**src/rtl/alu_result_fifo.sv**
```systemverilog
// Two-entry skid FIFO for alu32 results with registered head outputs
// and overflow statistics (sticky flag plus saturating counter).
module alu_result_fifo #(
  parameter int CNT_W = 8
) (
  input  logic             clk,
  input  logic             reset,
  input  logic             in_valid,
  input  logic [31:0]      in_data,
  input  logic             in_overflow,
  input  logic             in_zero,
  input  logic             in_negative,
  output logic             in_ready,
  output logic             out_valid,
  output logic [31:0]      out_data,
  output logic             out_overflow,
  output logic             out_zero,
  output logic             out_negative,
  input  logic             out_ready,
  input  logic             clear_sticky,
  output logic             ovf_sticky,
  output logic [CNT_W-1:0] ovf_count
);

  typedef struct packed {
    logic [31:0] data;
    logic        ovf;
    logic        zero;
    logic        neg;
  } entry_t;

  entry_t     mem [2];
  entry_t     in_e;
  entry_t     head_q;
  entry_t     head_d;
  logic       rd_ptr;
  logic       wr_ptr;
  logic       rd_nxt;
  logic [1:0] occ;
  logic [1:0] occ_nxt;
  logic       push;
  logic       pop;
  logic       ovf_push;

  localparam logic [CNT_W-1:0] CNT_MAX = {CNT_W{1'b1}};

  assign in_ready  = !occ[1] && !reset;
  assign out_valid = (occ != 2'd0);
  assign push      = in_valid && in_ready;
  assign pop       = out_valid && out_ready;
  assign ovf_push  = push && in_overflow;
  assign in_e      = '{data: in_data, ovf: in_overflow,
                       zero: in_zero, neg: in_negative};

  always_comb begin
    rd_nxt  = rd_ptr ^ pop;
    occ_nxt = occ;
    unique case ({push, pop})
      2'b10:   occ_nxt = occ + 2'd1;
      2'b01:   occ_nxt = occ - 2'd1;
      default: occ_nxt = occ;
    endcase
  end

  // Next head may be the entry being written this very cycle.
  always_comb begin
    head_d = head_q;
    if (occ_nxt != 2'd0) begin
      if (push && (wr_ptr == rd_nxt)) head_d = in_e;
      else                            head_d = mem[rd_nxt];
    end
  end

  always_ff @(posedge clk or posedge reset) begin
    if (reset) begin
      mem[0] <= '0;
      mem[1] <= '0;
      rd_ptr <= 1'b0;
      wr_ptr <= 1'b0;
      occ    <= 2'd0;
      head_q <= '0;
    end else begin
      if (push) begin
        mem[wr_ptr] <= in_e;
        wr_ptr      <= ~wr_ptr;
      end
      rd_ptr <= rd_nxt;
      occ    <= occ_nxt;
      head_q <= head_d;
    end
  end

  assign out_data     = head_q.data;
  assign out_overflow = head_q.ovf;
  assign out_zero     = head_q.zero;
  assign out_negative = head_q.neg;

  always_ff @(posedge clk or posedge reset) begin
    if (reset) begin
      ovf_sticky <= 1'b0;
      ovf_count  <= '0;
    end else begin
      if (ovf_push)          ovf_sticky <= 1'b1;
      else if (clear_sticky) ovf_sticky <= 1'b0;
      if (clear_sticky)
        ovf_count <= ovf_push ? {{(CNT_W-1){1'b0}}, 1'b1} : '0;
      else if (ovf_push && ovf_count != CNT_MAX)
        ovf_count <= ovf_count + 1'b1;
    end
  end

endmodule

```
**config.mk**
```make
export PLATFORM = sky130hd
export DESIGN_NAME = alu_result_fifo
export DESIGN_NICKNAME = d
export VERILOG_FILES = /design/src/rtl/alu_result_fifo.sv
export SDC_FILE = /design/constraint.sdc
export NUM_CORES = 1
export LEC_CHECK = 0
export BUFFER_PORTS_ARGS = -buffer_cell sky130_fd_sc_hd__buf_2
export CORE_MARGIN = 2
export CORE_UTILIZATION = 57
export DETAILED_ROUTE_END_ITERATION = 8
export PLACE_DENSITY_LB_ADDON = 0.12
export REMOVE_ABC_BUFFERS = 1
export SLEW_MARGIN = 20
export SYNTH_ARGS = -nofsm -noshare
export SYNTH_HDL_FRONTEND = slang
export SYNTH_SLANG_ARGS = --single-unit
```
**constraint.sdc**
```tcl
create_clock -name clk -period 4.2 [get_ports clk]
set_clock_uncertainty 0.05 [all_clocks]
set_input_delay 0.21 -clock clk [delete_from_list [all_inputs] [get_ports clk]]
set_output_delay 0.21 -clock clk [all_outputs]
set_load 0.01 [all_outputs]
```
### After elaboration in Yosys (flattened, before gate mapping)

Index checks and enable logic that the tools add are counted.

| operators by class | value |
|---|---|
| add/sub/neg operators | 3 |
| $lt $le $gt $ge | 3 |
| equality and inequality tests | 4 |
| muxes and demuxes | 13 |
| bitwise gates (word level) | 4 |
| reduce and logical (&&, ||, !) cells | 13 |

Operators with widths:

| kind | count |
|---|---|
| $mux 35 | 5 |
| $bwmux 70 | 1 |
| $demux 35 s1 | 1 |
| $mux 8 | 2 |
| $add 8x1->8 const B | 1 |
| $ne 8x8->1 const B | 1 |
| $reduce_bool 2->1 | 4 |
| $logic_and 1x1->1 | 7 |
| $ge 2x2->1 const B | 2 |
| $not 1->2 | 2 |
| $pmux 2 s2 | 1 |
| $mux 1 | 3 |
| $add 2x1->2 const B | 1 |
| $eq 2x1->1 const B | 1 |
| $eq 2x2->1 const B | 1 |
| $logic_not 1->1 | 2 |
| $lt 2x1->1 const B | 1 |
| $sub 2x1->2 const B | 1 |
| $eq 1x1->1 | 1 |
| $not 1->1 | 1 |
| $xor 1x1->1 | 1 |

| word-level totals | value |
|---|---|
| flip-flop bits (word level) | 118 |
| input port bits | 40 |
| output and inout port bits | 46 |
| word-level logic and storage cells | 57 |

### Longest topological paths before layout

Gate-level depths: netlist of the first run.

| logic depth | value |
|---|---|
| depth after elaboration | 8 |
| gate-level depth with buffers | 10 |

### Worst setup path after synthesis of the first run

OpenSTA, ideal clock, no wires.

| timing path | value |
|---|---|
| path type | reg-to-reg |
| start point | register occ[1] |
| end point | register head_q, in the netlist out_data[28] |
| library setup time | 0.138 ns |
| data arrival time | 2.462 ns |
| required time | 4.012 ns |
| path slack | 1.550 ns |
| stages on the path, launching flop included | 11 |
| cell sequence | dfrtp_1 nor2_1 and2_1 inv_1 ha_1 or3b_2 nand3_2 a21o_1 buf_4 buf_6 o221ai_1 |

| between the ends | value |
|---|---|
| elaborated cells on any way between the ends | 19 |
| those cells by class | add/sub (2); eq/ne (3); mux (5); bitwise (2); reduce/logical (7) |

RTL lines:

| what | RTL line | text |
|---|---|---|
| start: declaration | 39 | `logic [1:0] occ;` |
| start signal: assignment | 88 | `occ <= occ_nxt;` |
| $logic_not 1->1 * | 47 | `assign in_ready = !occ[1] && !reset;` |
| $logic_and 1x1->1 * | 47 |  |
| net in_ready | 13 | `output logic in_ready,` |
| $logic_and 1x1->1 * | 49 | `assign push = in_valid && in_ready;` |
| $eq 2x1->1 or $eq 2x2->1 (tied branches) | 58 | `unique case ({push, pop})` |
| $pmux 2 s2 | 58 |  |
| $reduce_bool 2->1 | 68 | `if (occ_nxt != 2'd0) begin` |
| end signal: assignment | 81 | `head_q <= '0;` |
| end signal: assignment | 89 | `head_q <= head_d;` |
| end: declaration | 34 | `entry_t head_q;` |

Mark *: on every way through the listed nets, which the timed path passes. The rest lies on a longest branch. The select of a mux whose other input is x is not followed.
A chain may end at the register's enable or synchronous reset.

### Final worst setup path of the first run

| timing path | value |
|---|---|
| start point | register occ[1] |
| end point | register head_q, in the netlist out_data[2] |

| between the ends | value |
|---|---|
| word-level cells in the longest chain between the ends | 8 |
| elaborated cells on any way between the ends | 19 |
| those cells by class | add/sub (2); eq/ne (3); mux (5); bitwise (2); reduce/logical (7) |

Ends and longest elaborated chain:

| what | RTL line | text |
|---|---|---|
| $reduce_bool 2->1 | 48 | `assign out_valid = (occ != 2'd0);` |
| $logic_and 1x1->1 | 50 | `assign pop = out_valid && out_ready;` |
| $xor 1x1->1 | 56 | `rd_nxt = rd_ptr ^ pop;` |
| $not 1->2 (implied by the code) | 70 | `else head_d = mem[rd_nxt];` |
| $mux 35 (implied by the code) (3 in series) | 70 |  |
| $mux 35 | 69 | `if (push && (wr_ptr == rd_nxt)) head_d = in_e;` |

Several ways; a longest one is shown, not always the timed one. The select of a mux whose other input is x is not followed.

==> results of run 1 <==
[worst max-delay path by stage]
stage,to,slack (ns),depth (start not counted)
after floorplan,out_data[28],0.66,8
after global placement,out_data[19],1.11,9
after detailed placement,out_data[19],1.05,9
after CTS,out_data[20],1.04,9
after global routing,out_data[19],0.85,9
final,out_data[2],1.04,9
[worst max-delay path, stage by stage, from the launching register on]
cell      delay [ns]
dfrtp_1         0.48
nor2_1          0.18
and2_1          0.23
inv_1           0.12
ha_1            0.38
or3b_2          0.48
nand3_2         0.10
a21o_2          0.51
buf_4           0.36
o221ai_2        0.12
[state kept, by name (all words and copies together), names as in the netlist, 2 cells and up]
| register | flops |
|---|---|
| out_data | 32 |
| mem | 70 |
| ovf_count | 8 |
| occ | 2 |
[power by group through the flow]
stage	logic, mW	registers, mW	clock network [mW]
4_1_cts	2.26	2.01	1.37
3_3_place_gp	2.14	1.99	0
6_report	2.23	2.01	1.36
5_1_grt	2.44	2.07	1.43
2_1_floorplan	1.57	2.03	0
3_5_place_dp	2.22	2.02	0
[routing by layer]
layer | vias up | global-route usage | routed length, µm
met5 | - | 0 | 0
met4 | 0 | 0.0790 | 144
met3 | 11 | 0.0575 | 391
met2 | 77 | 0.398 | 5730
met1 | 1852 | 0.305 | 5080
li1 | 1713 | - | -
[repair_timing]
action | in CTS | in global routing
hold endpoints to repair | 164 | 0
buffers inserted | 0 | 0
resized for setup | 0 | 0
hold buffers | 37 | 0
[metrics by stage]
| step | instance area (µm²) | util | std cells | hold WS, ns | power (mW) |
|---|---|---|---|---|---|
| 2_1_floorplan | 5300 | - | 388 | 0.226 | 3.60 |
| 3_3_place_gp | 5940 | 0.640 | 609 | 0.329 | 4.14 |
| 3_5_place_dp | 5940 | 0.640 | 609 | 0.337 | 4.25 |
| 4_1_cts | 6880 | 0.741 | 678 | 0.161 | 5.64 |
| 5_1_grt | 6880 | 0.741 | 678 | 0.199 | 5.94 |
| 6_report | 6880 | 0.741 | 678 | 0.185 | 5.59 |
[cell type report]
cell class	instances	area (µm²)	area share
well taps	129	161	0.0235
multi-input cells	232	2200	0.320
clock buffers	20	435	0.0633
inverters	38	145	0.0211
repair buffers	129	848	0.123
flip-flops and latches	118	2950	0.429
clock inverters	12	130	0.0189
[cell families after synthesis]
kind of cell | Yosys count
and+or+nand+nor | 65
adders and majority gates | 2
DFF | 118
xor gates and xnor gates | 13
buffers and inverters | 60
AOI/OAI and AO/OA | 46
muxes | 106
[cell usage in the layout, fill, tap and decap left out, types with 2 or more instances in the layout]
cell type	netlist	routed
nand3_1	2	2
clkbuf_8	0	2
buf_2	5	85
nand2_1	36	36
nand4_1	2	2
clkinvlp_4	0	5
dlygate4sd3_1	0	37
clkinv_4	0	2
o21ai_0	2	2
xor2_1	7	7
nor2_1	9	9
buf_4	1	7
ha_1	2	2
nand3_2	2	2
o211ai_1	3	3
and3_1	4	3
mux2_1	4	4
o2111ai_1	2	2
clkinv_2	0	3
mux2i_1	36	36
clkbuf_1	3	2
o211ai_2	2	2
inv_1	38	37
xnor2_1	4	4
o221ai_2	24	24
mux2_2	66	66
clkbuf_16	0	16
dfrtp_1	118	118
and2_1	2	2
bufinv_16	0	2
o221ai_1	9	9
==> run metrics, run 1 <==
status finished clean; via/cell ratio 5.39; FF-to-FF End out_data[2]; pin count of the biggest net entering global routing 57; via count 3653; Synth Area in Simple Gates 0.0606; maximum vdd drop 443 µV; Psw 1.93 mW; DRT iter0 DRCs 122; Fill cells 650; Comb pwr share 0.398; cell area after synthesis 5490 µm²; Clock Latency Late Sink 0.50 ns; Die Wd 102 µm; PwrDens 813 nW/µm²; core area 9280 µm²; Worst Hold Path Cells 4; Yosys warning count 0; Initial Util 0.591; main combinational cell family by area after synthesis multiplexers; Total GRT Usage 0.237; leading area contributor after synthesis dfrtp_1; Cells after Synth 410; clk slew on worst S/H paths 0.06 ns; post-route minimum period 3.16 ns; initial antenna violation count 0; worst setup path class register to register; maximum clock path buffer count 2; DR WL/cell 16.7 µm; RR Startpoint occ[1]; multiplexer area fraction after synthesis 0.209; Hold Path Origin in_valid; Detailed Routing Iterations Pass 1 5; pins over their slew limit 0; area grow syn2layout 25.3%; hold endpoint out_data[0]; leak pwr 3.24 nW; Die Area 10400 µm²; Final period util 0.751; Crit Path Max Fanout 23; HP Class primary input to register; antenna fix cells 0; Setup WS post-layout 1.04 ns; clock share of power 0.243; gp weighted congestion 0.764; vias in the first global route 3745; nets@finish 578; CTS Buf Count 17; DRT Wirelength 11.3 mm; Synth Area in XOR/XNOR 0.0255; Compound-Gate Fraction of Synth Area 0.101; Rel. slew slack 0.347; post-synthesis sequential area ratio 0.538; synth top area cells dfrtp_1, mux2_2, mux2i_1; Switching Share 0.345; CTS root buffer clkbuf_8; count of final setup violators 0; EDFF count, synth 0; Seq cells post-synth 118; startpoint types register; top post-synthesis cells by count dfrtp_1, mux2_2, inv_1; Worst R2R Setup Slack 1.04 ns; beginning of the critical path occ[1]; Synth Flop Type dfrtp_1; RSZ-0062 raised after global routing no; library cells used by synthesis 40; Post-Place Setup Slack 1.05 ns; post-route ant nets 0; Hold Vio Cnt, Final 0; htree depth 4; share of the synthesized area in the top cell type 0.538; Post-Synth Adder-Cell Area 0.00456; clock sink count 118; Syn Area/Cell 13.4 µm²; first-pass GRT wire length 18.7 mm; R2R cell count 9; Max-cap violations 0; ys async rst share 1.00; io pins 86; DRC Markers 0; critical path capture point type register; Setup TNS Final 0 ns; required time of the critical path 4.52 ns; Post-DP HPWL 6.99 mm; CTS tree done; Buffers on Ports 85; Die H 102 µm; CP Data Arrival Time 3.47 ns; total congestion overflow 0; Least-Margin Pin Slew 0.979 ns; Reg power frac 0.359; Pint 3.66 mW; ratio of cells with drive above 1 in the final layout 0.415; FP Rows 35; most frequent cell after synthesis dfrtp_1; Max Fclk 317 MHz
Note: power is estimated with default switching activity, not from simulation.
==> run 2: changes to the inputs <==
--- a/config.mk
+++ b/config.mk
@@ -7,7 +7,7 @@
 export LEC_CHECK = 0
 export BUFFER_PORTS_ARGS = -buffer_cell sky130_fd_sc_hd__buf_2
 export CORE_MARGIN = 2
-export CORE_UTILIZATION = 57
+export CORE_UTILIZATION = 51
 export DETAILED_ROUTE_END_ITERATION = 8
 export PLACE_DENSITY_LB_ADDON = 0.12
 export REMOVE_ABC_BUFFERS = 1
==> constraint.sdc (replaced) <==
create_clock -name clk -period 2.6 [get_ports clk]
set_clock_uncertainty 0.05 [all_clocks]
set_input_delay 0.13 -clock clk [delete_from_list [all_inputs] [get_ports clk]]
set_output_delay 0.13 -clock clk [all_outputs]
set_load 0.01 [all_outputs]
==> run metrics, run 2 (synthesis results as in run 1) <==
DRT Wirelength 11.7 mm; final core utilization 0.682; Worst R2R Setup Slack 0.14 ns; hold endpoint occ[0]; Least-Margin Pin Slew 0.742 ns; HP Class primary input to register; via count 3736; pin count of the biggest net entering global routing 58; ratio of cells with drive above 1 in the final layout 0.430; RR Startpoint occ[1]; gp weighted congestion 0.795; io pins 86; required time of the critical path 2.93 ns; FP Rows 37; Total GRT Usage 0.210; total congestion overflow 0; Post-Place Setup Slack 0.0490 ns; first-pass GRT wire length 18.8 mm; initial antenna violation count 0; DRC Markers 0; Max-cap violations 0; Buffers on Ports 85; via/cell ratio 5.38; area grow syn2layout 28.7%; Fill cells 782; startpoint types register; Die H 108 µm; leak pwr 3.33 nW; Crit Path Max Fanout 16; maximum vdd drop 660 µV; CTS root buffer clkbuf_8; post-route ant nets 0; nets@finish 587; Hold Vio Cnt, Final 0; core area 10400 µm²; post-route minimum period 2.46 ns; count of final setup violators 0; CTS Buf Count 17; status finished clean; multi-input logic area 2220 µm²; pins over their slew limit 0; htree depth 4; beginning of the critical path occ[1]; Die Wd 108 µm; Reg area 2950 µm²; Final Hold Slack 0.0638 ns; CTS tree done; Setup WS post-layout 0.140 ns; DR WL/cell 16.8 µm; FF-to-FF End out_data[12]; max reg flops 70; CP Data Arrival Time 2.79 ns; Rel. slew slack 0.505; Clock Latency Late Sink 0.51 ns; clk slew on worst S/H paths 0.06 ns; worst setup path class register to register; R2R cell count 9; RSZ-0062 raised after global routing no; Initial Util 0.529; vias in the first global route 3849; Worst Hold Path Cells 5; antenna fix cells 0; clock sink count 118; DRT iter0 DRCs 112; Max Fclk 407 MHz; Post-DP HPWL 7.10 mm; Detailed Routing Iterations Pass 1 4; most common cell after layout, fill and taps aside dfrtp_1; critical path capture point type register; leading cell types in the layout, fill and taps excluded dfrtp_1, buf_2, mux2_2; Final period util 0.946; Die Area 11600 µm²; maximum clock path buffer count 2; Hold Path Origin out_ready; register bank with the most flops mem; PwrDens 1320 nW/µm²
[run 2: area by class of cell]
type                    instances  area share
clock buffers                  20      0.0630
clock inverters                12      0.0216
inverters                      38      0.0205
multi-input cells             232       0.314
flip-flops and latches        118       0.418
well taps                     136      0.0241
repair buffers                138       0.139
[run 2: power by group]
| part | total, mW | internal, mW | switching [mW] | leakage (nW) |
|---|---|---|---|---|
| registers | 3.21 | 2.74 | 0.472 | 1.44 |
| logic | 3.82 | 1.96 | 1.85 | 1.61 |
| clock network | 2.33 | 1.51 | 0.822 | 0.283 |
[run 2: per-layer routing]
metal | track usage | routed length [µm] | vias up
met1 | 0.274 | 5290 | 1918
met4 | 0.0714 | 141 | 0
met5 | 0 | 0 | -
li1 | - | - | 1723
met2 | 0.350 | 5820 | 81
met3 | 0.0406 | 415 | 14
[run 2: worst max-delay path by stage]
stage	to	depth (start not counted)
floorplan	out_data[28]	8
global placement	out_zero	9
detailed placement	out_data[31]	9
CTS	out_data[28]	9
global route	out_data[28]	9
finish	out_data[12]	9
[run 2: through the flow]
step	instance area, µm²	setup TNS, ns	cells	total power, mW
after floorplan	5300	-115.12	388	5.82
after global placement	6060	0	624	6.86
after detailed placement	6060	0	624	7.02
after CTS	7030	0	693	9.44
after global routing	7070	0	694	9.95
final	7070	0	694	9.36
[run 2: repair_timing]
item                       4_1_cts  5_1_grt
hold endpoints to repair       167        0
setup endpoints to repair        0       33
setup buffers                    0        0
gates resized for setup          0        2
hold buffers                    37        0
[run 2: critical path, cell delays in order (launching register included)]
cell and delay (ns):
dfrtp_1 0.39, nor2_2 0.13, and2_1 0.16, inv_1 0.13
ha_4 0.31, or3b_2 0.46, and3_1 0.23, nand3_2 0.14
clkbuf_16 0.23, o221ai_2 0.11
==> run 3: changes to the inputs <==
--- a/config.mk
+++ b/config.mk
@@ -10,7 +10,6 @@
 export CORE_UTILIZATION = 51
 export DETAILED_ROUTE_END_ITERATION = 8
 export PLACE_DENSITY_LB_ADDON = 0.12
-export REMOVE_ABC_BUFFERS = 1
 export SLEW_MARGIN = 20
 export SYNTH_ARGS = -nofsm -noshare
 export SYNTH_HDL_FRONTEND = slang
==> constraint.sdc (replaced) <==
create_clock -name clk -period 2.2 [get_ports clk]
set_clock_uncertainty 0.05 [all_clocks]
set_input_delay 0.22 -clock clk [delete_from_list [all_inputs] [get_ports clk]]
set_output_delay 0.22 -clock clk [all_outputs]
set_load 0.01 [all_outputs]
==> run metrics, run 3 (synthesis results as in run 1) <==
status finished with violations; failing checks negative setup slack; RSZ-0062 raised after global routing yes; CTS root buffer clkbuf_8; post-route ant nets 0; antenna fix cells 0; ratio of cells with drive above 1 in the final layout 0.468; gp weighted congestion 0.757; startpoint types register; clk slew on worst S/H paths 0.06 ns; Clock Latency Late Sink 0.51 ns; Total GRT Usage 0.217; DR WL/cell 17.3 µm; Post-Synthesis Net Count 452; initial antenna violation count 0; Final Non-Filler Cells 704; Final period util 1.02; Post-Place Setup Slack -0.0264 ns; maximum vdd drop 859 µV; DRT Wirelength 12.2 mm; count of final setup violators 32; Rel. slew slack 0.600; Initial Util 0.529; Buffers on Ports 85; vias in the first global route 3940; Hold Vio Cnt, Final 0; HP Class primary input to asynchronous set/reset pin; maximum clock path buffer count 2; placed cell count 631; Die H 108 µm; clock sink count 118; first-pass GRT wire length 19.0 mm; Final Hold Slack 0.191 ns; Detailed Routing Iterations Pass 1 4; register bank with the most flops mem; via/cell ratio 5.36; total power 11.6 mW; DRC Markers 0; via count 3776; Die Wd 108 µm; Setup WS post-layout -0.0469 ns; DRT iter0 DRCs 71; PwrDens 1580 nW/µm²; Least-Margin Pin Slew 0.600 ns; max reg flops 70; Crit Path Max Fanout 8; Post-DP HPWL 7.37 mm; Max Fclk 445 MHz; CTS Buf Count 17; post-route minimum period 2.25 ns; total congestion overflow 0; leading cell types in the layout, fill and taps excluded dfrtp_1, buf_2, mux2_2; Die Area 11600 µm²; CTS tree done; pins over their slew limit 0; Max-cap violations 0; CP Data Arrival Time 2.58 ns; critical path capture point type register; io pins 86; pin count of the biggest net entering global routing 67; core area 10400 µm²; Setup TNS Final -0.722 ns; worst setup path class register to register; area grow syn2layout 33.5%; FP Rows 37; htree depth 4; nets@finish 600; required time of the critical path 2.54 ns; leak pwr 3.44 nW; most common cell after layout, fill and taps aside dfrtp_1
run 3: cell count changes in the layout (fill, tap and decap cells not counted), sizes merged:
| cell | change |
|---|---|
| buf | +11 |
| inv | -1 |
| clkbuf | +2 |
| clkinvlp | -1 |
| bufinv | -1 |
run 3: path summary, 6_finish.rpt:
path | startpoint | end | slack (ns) | cells past startpoint
worst max register to register | occ[1] | out_data[18] | -0.05 | 9
min in group clk | in_valid | wr_ptr | 0.23 | 5
worst min register to register | ovf_sticky | ovf_sticky | 0.43 | 1
max in group asynchronous | reset | occ[0] | 1.08 | 4
worst max-delay path | occ[1] | out_data[18] | -0.05 | 9
worst min-delay path | reset | ovf_count[4] | 0.19 | 3
run 3: cell type report:
class	count	area, µm²
fill	746	3040
clock inverter	9	104
tap	136	170
multi-input combinational	232	2320
inverter	38	149
timing repair buffer	151	1170
sequential	118	2960
clock buffer	20	455
run 3: routing by layer:
layer  vias up  track usage  part of all wire  wire length, µm
met5         -            0                 0                0
met4         0       0.0943             0.017              206
met3        19       0.0539             0.041              494
met2        88        0.349              0.49             6010
met1      1911        0.279              0.45             5450
li1       1758            -                 -                -
run 3: per-stage QoR:
step                cell area (µm²)  utilization
floorplan                      5550            -
global route                   7330        0.707
finish                         7330        0.707
CTS                            7170        0.692
global placement               6190        0.597
detailed placement             6190        0.597
run 3: report_power, final:
| group | leakage [nW] | switching, mW | internal (mW) |
|---|---|---|---|
| Combinational | 1.72 | 2.41 | 2.72 |
| Clock | 0.274 | 0.941 | 1.67 |
| Sequential | 1.44 | 0.581 | 3.24 |
| Total | 3.44 | 3.93 | 7.63 |
run 3: repair_timing:
action,CTS,global route
resized for setup,3,10
setup buffers,1,2
hold buffers,37,0
setup endpoints to repair,33,34
hold endpoints to repair,181,0
gates cloned,1,3
pin swaps,1,1
run 3: critical path, stage by stage, from the launching register on:
cell	delay (ns)
dfrtp_2	0.44
nor2_4	0.10
and2_4	0.16
inv_4	0.04
ha_4	0.26
or3b_4	0.39
and3_4	0.21
nand3_4	0.16
clkbuf_16	0.21
o221ai_2	0.09
